===== src/rtl/rs_issue_queue_if.sv =====
// Dispatch, writeback, flush and issue signals of the reservation station.
// master = rename/ROB/execute side, slave = the reservation station.
interface rs_issue_queue_if #(
  parameter int OPW = 16
);
  logic           disp_valid;
  logic [7:0]     disp_robid;
  logic [OPW-1:0] disp_op;
  logic           disp_rs1_valid;
  logic [31:0]    disp_rs1_tagval;
  logic           disp_rs2_valid;
  logic [31:0]    disp_rs2_tagval;
  logic           rs_full;

  logic           wb_valid;
  logic           wb_error;
  logic [7:0]     wb_robid;
  logic [31:0]    wb_result;

  logic           rob_flush;

  logic           issue_valid;
  logic           issue_ready;
  logic [7:0]     issue_robid;
  logic [OPW-1:0] issue_op;
  logic [31:0]    issue_rs1;
  logic [31:0]    issue_rs2;

  modport master (
    output disp_valid, disp_robid, disp_op, disp_rs1_valid, disp_rs1_tagval,
           disp_rs2_valid, disp_rs2_tagval,
           wb_valid, wb_error, wb_robid, wb_result,
           rob_flush, issue_ready,
    input  rs_full, issue_valid, issue_robid, issue_op, issue_rs1, issue_rs2
  );

  modport slave (
    input  disp_valid, disp_robid, disp_op, disp_rs1_valid, disp_rs1_tagval,
           disp_rs2_valid, disp_rs2_tagval,
           wb_valid, wb_error, wb_robid, wb_result,
           rob_flush, issue_ready,
    output rs_full, issue_valid, issue_robid, issue_op, issue_rs1, issue_rs2
  );
endinterface


===== src/rtl/rs_issue_queue.sv =====
// Unified reservation station: dispatch into lowest free slot, writeback snoop
// with dispatch-time bypass, lowest-index ready entry issued per cycle.
module rs_issue_queue #(
  parameter int DEPTH = 8,
  parameter int OPW   = 16
) (
  input  logic             clk,
  input  logic             rst,
  rs_issue_queue_if.slave  bus
);
  localparam int IW = (DEPTH > 1) ? $clog2(DEPTH) : 1;

  logic [DEPTH-1:0] valid;
  logic [7:0]       robid  [DEPTH];
  logic [OPW-1:0]   op     [DEPTH];
  logic [DEPTH-1:0] rs1_rdy;
  logic [DEPTH-1:0] rs2_rdy;
  logic [31:0]      rs1_val[DEPTH];
  logic [31:0]      rs2_val[DEPTH];

  logic          wake;
  logic          take;
  logic          fire;
  logic          any_free;
  logic          any_ready;
  logic [IW-1:0] free_idx;
  logic [IW-1:0] sel_idx;
  logic          byp1;
  logic          byp2;
  logic          unused_robid_msb;

  assign unused_robid_msb = bus.wb_robid[7];

  assign wake = bus.wb_valid & ~bus.wb_error;
  assign take = bus.disp_valid & ~bus.rs_full & ~bus.rob_flush;
  assign fire = bus.issue_valid & bus.issue_ready;

  assign byp1 = wake & ~bus.disp_rs1_valid & (bus.disp_rs1_tagval[6:0] == bus.wb_robid[6:0]);
  assign byp2 = wake & ~bus.disp_rs2_valid & (bus.disp_rs2_tagval[6:0] == bus.wb_robid[6:0]);

  // Descending scans so the last hit is the lowest index.
  always_comb begin
    free_idx  = '0;
    sel_idx   = '0;
    any_free  = 1'b0;
    any_ready = 1'b0;
    for (int i = DEPTH - 1; i >= 0; i--) begin
      if (!valid[i]) begin
        free_idx = IW'(i);
        any_free = 1'b1;
      end
      if (valid[i] && rs1_rdy[i] && rs2_rdy[i]) begin
        sel_idx   = IW'(i);
        any_ready = 1'b1;
      end
    end
  end

  assign bus.rs_full     = ~any_free;
  assign bus.issue_valid = any_ready;
  assign bus.issue_robid = robid[sel_idx];
  assign bus.issue_op    = op[sel_idx];
  assign bus.issue_rs1   = rs1_val[sel_idx];
  assign bus.issue_rs2   = rs2_val[sel_idx];

  always_ff @(posedge clk) begin
    if (rst) begin
      valid <= '0;
    end else if (bus.rob_flush) begin
      valid <= '0;
    end else begin
      for (int i = 0; i < DEPTH; i++) begin
        if (valid[i] && wake && !rs1_rdy[i] && rs1_val[i][6:0] == bus.wb_robid[6:0]) begin
          rs1_rdy[i] <= 1'b1;
          rs1_val[i] <= bus.wb_result;
        end
        if (valid[i] && wake && !rs2_rdy[i] && rs2_val[i][6:0] == bus.wb_robid[6:0]) begin
          rs2_rdy[i] <= 1'b1;
          rs2_val[i] <= bus.wb_result;
        end
      end
      if (fire) begin
        valid[sel_idx] <= 1'b0;
      end
      // The dispatch target was invalid before the edge, so it never collides with sel_idx.
      if (take) begin
        valid[free_idx]   <= 1'b1;
        robid[free_idx]   <= bus.disp_robid;
        op[free_idx]      <= bus.disp_op;
        rs1_rdy[free_idx] <= bus.disp_rs1_valid | byp1;
        rs2_rdy[free_idx] <= bus.disp_rs2_valid | byp2;
        rs1_val[free_idx] <= byp1 ? bus.wb_result : bus.disp_rs1_tagval;
        rs2_val[free_idx] <= byp2 ? bus.wb_result : bus.disp_rs2_tagval;
      end
    end
  end
endmodule


===== src/flat_wrapper.sv =====
// flat-port wrapper written by rule: the top's interface ports become plain ports
module rs_issue_queue_flat 
#(
  parameter int DEPTH = 8,
  parameter int OPW   = 16
)
  (clk, rst, bus_disp_valid, bus_disp_robid, bus_disp_op, bus_disp_rs1_valid, bus_disp_rs1_tagval, bus_disp_rs2_valid, bus_disp_rs2_tagval, bus_wb_valid, bus_wb_error, bus_wb_robid, bus_wb_result, bus_rob_flush, bus_issue_ready, bus_rs_full, bus_issue_valid, bus_issue_robid, bus_issue_op, bus_issue_rs1, bus_issue_rs2);
  rs_issue_queue_if #(.OPW(OPW)) bus_i ();
  input  logic clk;
  input  logic rst;
  input wire logic [$bits(bus_i.disp_valid)-1:0] bus_disp_valid;
  input wire logic [$bits(bus_i.disp_robid)-1:0] bus_disp_robid;
  input wire logic [$bits(bus_i.disp_op)-1:0] bus_disp_op;
  input wire logic [$bits(bus_i.disp_rs1_valid)-1:0] bus_disp_rs1_valid;
  input wire logic [$bits(bus_i.disp_rs1_tagval)-1:0] bus_disp_rs1_tagval;
  input wire logic [$bits(bus_i.disp_rs2_valid)-1:0] bus_disp_rs2_valid;
  input wire logic [$bits(bus_i.disp_rs2_tagval)-1:0] bus_disp_rs2_tagval;
  input wire logic [$bits(bus_i.wb_valid)-1:0] bus_wb_valid;
  input wire logic [$bits(bus_i.wb_error)-1:0] bus_wb_error;
  input wire logic [$bits(bus_i.wb_robid)-1:0] bus_wb_robid;
  input wire logic [$bits(bus_i.wb_result)-1:0] bus_wb_result;
  input wire logic [$bits(bus_i.rob_flush)-1:0] bus_rob_flush;
  input wire logic [$bits(bus_i.issue_ready)-1:0] bus_issue_ready;
  output wire logic [$bits(bus_i.rs_full)-1:0] bus_rs_full;
  output wire logic [$bits(bus_i.issue_valid)-1:0] bus_issue_valid;
  output wire logic [$bits(bus_i.issue_robid)-1:0] bus_issue_robid;
  output wire logic [$bits(bus_i.issue_op)-1:0] bus_issue_op;
  output wire logic [$bits(bus_i.issue_rs1)-1:0] bus_issue_rs1;
  output wire logic [$bits(bus_i.issue_rs2)-1:0] bus_issue_rs2;
  assign bus_i.disp_valid = bus_disp_valid;
  assign bus_i.disp_robid = bus_disp_robid;
  assign bus_i.disp_op = bus_disp_op;
  assign bus_i.disp_rs1_valid = bus_disp_rs1_valid;
  assign bus_i.disp_rs1_tagval = bus_disp_rs1_tagval;
  assign bus_i.disp_rs2_valid = bus_disp_rs2_valid;
  assign bus_i.disp_rs2_tagval = bus_disp_rs2_tagval;
  assign bus_i.wb_valid = bus_wb_valid;
  assign bus_i.wb_error = bus_wb_error;
  assign bus_i.wb_robid = bus_wb_robid;
  assign bus_i.wb_result = bus_wb_result;
  assign bus_i.rob_flush = bus_rob_flush;
  assign bus_i.issue_ready = bus_issue_ready;
  assign bus_rs_full = bus_i.rs_full;
  assign bus_issue_valid = bus_i.issue_valid;
  assign bus_issue_robid = bus_i.issue_robid;
  assign bus_issue_op = bus_i.issue_op;
  assign bus_issue_rs1 = bus_i.issue_rs1;
  assign bus_issue_rs2 = bus_i.issue_rs2;
  rs_issue_queue #(.DEPTH(DEPTH), .OPW(OPW)) u_core (.clk(clk), .rst(rst), .bus(bus_i));
endmodule

===== config.mk =====
export PLATFORM = sky130hd
export DESIGN_NAME = rs_issue_queue_flat
export DESIGN_NICKNAME = d
export VERILOG_FILES = /design/src/rtl/rs_issue_queue_if.sv /design/src/rtl/rs_issue_queue.sv /design/src/flat_wrapper.sv
export SDC_FILE = /design/constraint.sdc
export NUM_CORES = 1
export LEC_CHECK = 0
export ABC_CLOCK_PERIOD_IN_PS = 13000
export BUFFER_PORTS_ARGS = -buffer_cell sky130_fd_sc_hd__clkbuf_2
export CAP_MARGIN = 0
export CELL_PAD_IN_SITES_DETAIL_PLACEMENT = 2
export CELL_PAD_IN_SITES_GLOBAL_PLACEMENT = 2
export CORE_ASPECT_RATIO = 0.8
export CORE_UTILIZATION = 48
export CTS_CLUSTER_SIZE = 10
export DETAILED_ROUTE_END_ITERATION = 10
export PLACE_DENSITY = 0.84
export SYNTH_ARGS = -nofsm -noshare
export SYNTH_HDL_FRONTEND = slang
export SYNTH_SLANG_ARGS = --single-unit
export TNS_END_PERCENT = 5

===== constraint.sdc =====
create_clock -name clk -period 13 [get_ports clk]
set_clock_uncertainty 0.1 [all_clocks]
set_input_delay 0 -clock clk [delete_from_list [all_inputs] [get_ports clk]]
set_output_delay 0 -clock clk [all_outputs]
set_load 0.01 [all_outputs]

==> results.yml <==
sta:
  period_share_pct: 44.6
  slew_headroom_pct: 12.1
  slew_viol_final: 0
  clock.fmax_ghz: 0.172
  finalHoldViolCount: 0
  period_needed_ns: 5.80
  whs_ns: 0.0748
  grt_setup_unrepaired: "false"
  tns_ns: 0
  worst_pin_slew_ns: 1.32
  final-setup-viol-count: 0
  setup_ws_ns: 7.20
global_route:
  antenna_found_initial: 12
  grt_pass1_vias: 28800
  grt_max_degree: 130
  grt_pass1_wl_mm: 225
  track_usage_pct: 41.9
  overflow: 0
setup_path:
  cp-end-kind: "primary output"
  crit_fanout: 129
  worst-setup-path-type: "flop to primary output"
  required_ns: 12.90
  r2r_end: "u_core.rs2_val[2][20]$_DFFE_PP_"
  r2r_cells: 8
  timing.rr.start: "u_core.valid[1]$_SDFF_PN0_"
  r2r_slack_ns: 7.93
  crit_arrival_ns: 5.70
  setup.worst_path.start_class: "flop"
place:
  place_area_mm2: 0.0377
  place.port_buffers: 225
  pre_cts_ws_ns: 8.43
  hpwl_mm: 77.9
  place.gp.congestion: 0.866
route:
  vias_per_cell: 7.34
  drtIter0Drc: 3905
  drc: 0
  num_vias: 27100
  wl_per_cell_um: 43.8
  dr.pass1.iters: 6
  drt_wl_total_mm: 162
  drtAntennaViolNets: 0
floorplanning:
  ioPinCount: 227
  die-width_um: 307
  fp-row-count: 89
  dieArea_mm2: 0.0755
  die_y_um: 246
  start_util_pct: 48.5
  core_area_mm2: 0.0737
layout:
  nets: 2795
  postLayoutCellArea_mm2: 0.0416
  seq_area_mm2: 0.0218
  fillers: 6546
  multi_input_area_mm2: 0.0130
  drive_gt1_share_pct: 33.0
  syn2layout_area_growth_pct: 16.5
synthesis:
  synthTopCellsByCount: "edfxtp_1 (720), mux2_2 (453), a22o_1 (178)"
  synth.most_common_cell: "edfxtp_1"
  synth_seq_cells: 728
  synth_edf_count: 720
  synth_area_mm2: 0.0357
  yosys_warnings: 0
  synthArstFlopShare_pct: 0
  netlist_instances: 2356
  synth.avg_cell_area_um2: 15.2
  yosysSeqAreaShare_pct: 61.0
  synthFlopType: "edfxtp_1"
  yosysTopAreaCell: "edfxtp_1"
  synthesis.nets: 2493
  synth_cell_types: 56
  synth_top_area_share_pct: 60.5
  synth_area_leaders: "edfxtp_1 (61%), mux2_2 (14%), a22o_1 (4.4%)"
clocking:
  cts-htree-levels: 3
  root_buffer: "clkbuf_16"
  cts_setup_buffers: 0
  cts_resized: 0
  tritoncts: "done"
  clk_path_buf_depth: 3
  path_clk_slew_ns: 0.08
  clkLatencyLatePin_ns: 0.70
  cts_num_sinks: 728
  numCtsBuffers: 83
run_status:
  status: "completed"
hold_path:
  min_to: "u_core.op[3][13]$_DFFE_PP_"
  hp-class: "primary input to flop"
  holdPathStages: 2
  worstHoldStart: "bus_disp_op[13]"
power:
  p_leak_nw: 14.5
  powerDensity_mw_per_mm2: 126
  ir_worst_vdd_mv: 0.105
job:
  maxCapViolations: 0
==> flip-flops by register name, indices dropped and copies added (netlist names) <==
register        flops
u_core.rs1_rdy      8
u_core.rs1_val    256
u_core.rs2_val    256
u_core.op         128
u_core.rs2_rdy      8
u_core.valid        8
u_core.robid       64
==> critical path, stage by stage, from the launching register on <==
cell and delay (ns):
edfxtp_1 0.48, nand3_1 0.36, a21boi_0 0.80, o221a_4 1.05, buf_12 0.54, mux2i_1 0.26, o22ai_1 0.75, clkbuf_2 0.27
==> power by group <==
group	switching, mW	internal [mW]	total, mW	leakage [nW]
clock network	1.09	1.19	2.27	1.11
logic	0.210	0.141	0.350	6.79
registers	0.00917	2.59	2.60	6.56
==> how the worst max path moves through the flow <==
stage / from / endpoint / slack (ns) / cells after the start
4_1_cts: u_core.rs1_rdy[3]$_DFFE_PP_ / bus_issue_rs2[1] / 7.89 / 8
2_1_floorplan: u_core.valid[1]$_SDFF_PN0_ / u_core.rs1_val[1][0]$_DFFE_PP_ / 8.72 / 5
6_report: u_core.rs1_rdy[5]$_DFFE_PP_ / bus_issue_rs2[1] / 7.20 / 7
3_5_place_dp: rst / u_core.rs2_val[0][3]$_DFFE_PP_ / 8.43 / 9
3_3_place_gp: rst / u_core.rs2_val[0][4]$_DFFE_PP_ / 8.73 / 9
5_1_grt: u_core.rs1_rdy[5]$_DFFE_PP_ / bus_issue_rs2[1] / 7.44 / 7
==> layer usage <==
metal | wire length (um) | vias up | part of all wire, % | global-route usage, %
met2 | 76700 | 2314 | 47 | 68.2
li1 | - | 10100 | - | -
met5 | 70 | - | 0.043 | 0
met4 | 11000 | 12 | 6.8 | 26.8
met1 | 57300 | 14000 | 35 | 49.9
met3 | 16600 | 665 | 10 | 10.2
==> cell usage in the layout, fill, tap and decap left out, types with 4 or more instances in the layout <==
cell	netlist	layout
edfxtp_1	720	720
mux2_2	453	453
clkbuf_2	3	225
a221oi_1	177	177
a22o_1	178	176
dlygate4sd3_1	0	165
xnor2_1	126	126
mux2i_1	96	96
o22ai_1	88	88
clkbuf_16	0	86
mux2_1	59	59
buf_4	18	58
nand3_1	28	28
nand2_1	34	26
nand4_1	17	17
clkbuf_1	127	17
nor2_1	18	15
o21ai_0	20	14
nand2_2	5	12
inv_1	11	11
nor4_1	10	10
diode_2	0	8
dfxtp_1	8	8
o21ai_4	0	6
a21oi_1	6	6
nor2b_1	5	5
or4_1	5	5
nor4_4	4	4
a22oi_1	4	4
a21o_2	0	4
==> timing repair <==
item | in CTS | in global routing
hold endpoints to repair | 725 | 0
setup endpoints to repair | 0 | 0
hold buffers | 165 | 0
==> kinds of logic after synthesis <==
group,Yosys count,share of synthesized area [%]
AO/OA/AOI/OAI,493,11.3
multiplexers,608,18.8
AND/OR/NAND/NOR,157,2.65
XOR/XNOR,126,3.09
flip-flops,728,61.0
buffers and inverters,244,3.11
==> stage by stage <==
step           cells  util (%)  total power [mW]
2_1_floorplan   2356         -              2.80
3_3_place_gp    3408      51.1              2.88
3_5_place_dp    3408      51.1              2.92
4_1_cts         3682      56.4              5.09
5_1_grt         3688      56.5              5.28
6_report        3691      56.5              5.23
==> final cells by class <==
class,count,area share [%]
sequential,728,52.3
inverter,11,0.0992
tap,1001,3.01
timing repair buffer,450,7.79
antenna,8,0.0481
clock inverter,6,0.156
clock buffer,103,5.32
multi-input combinational,1384,31.2
No activity file was read; power rests on OpenSTA's default activity.
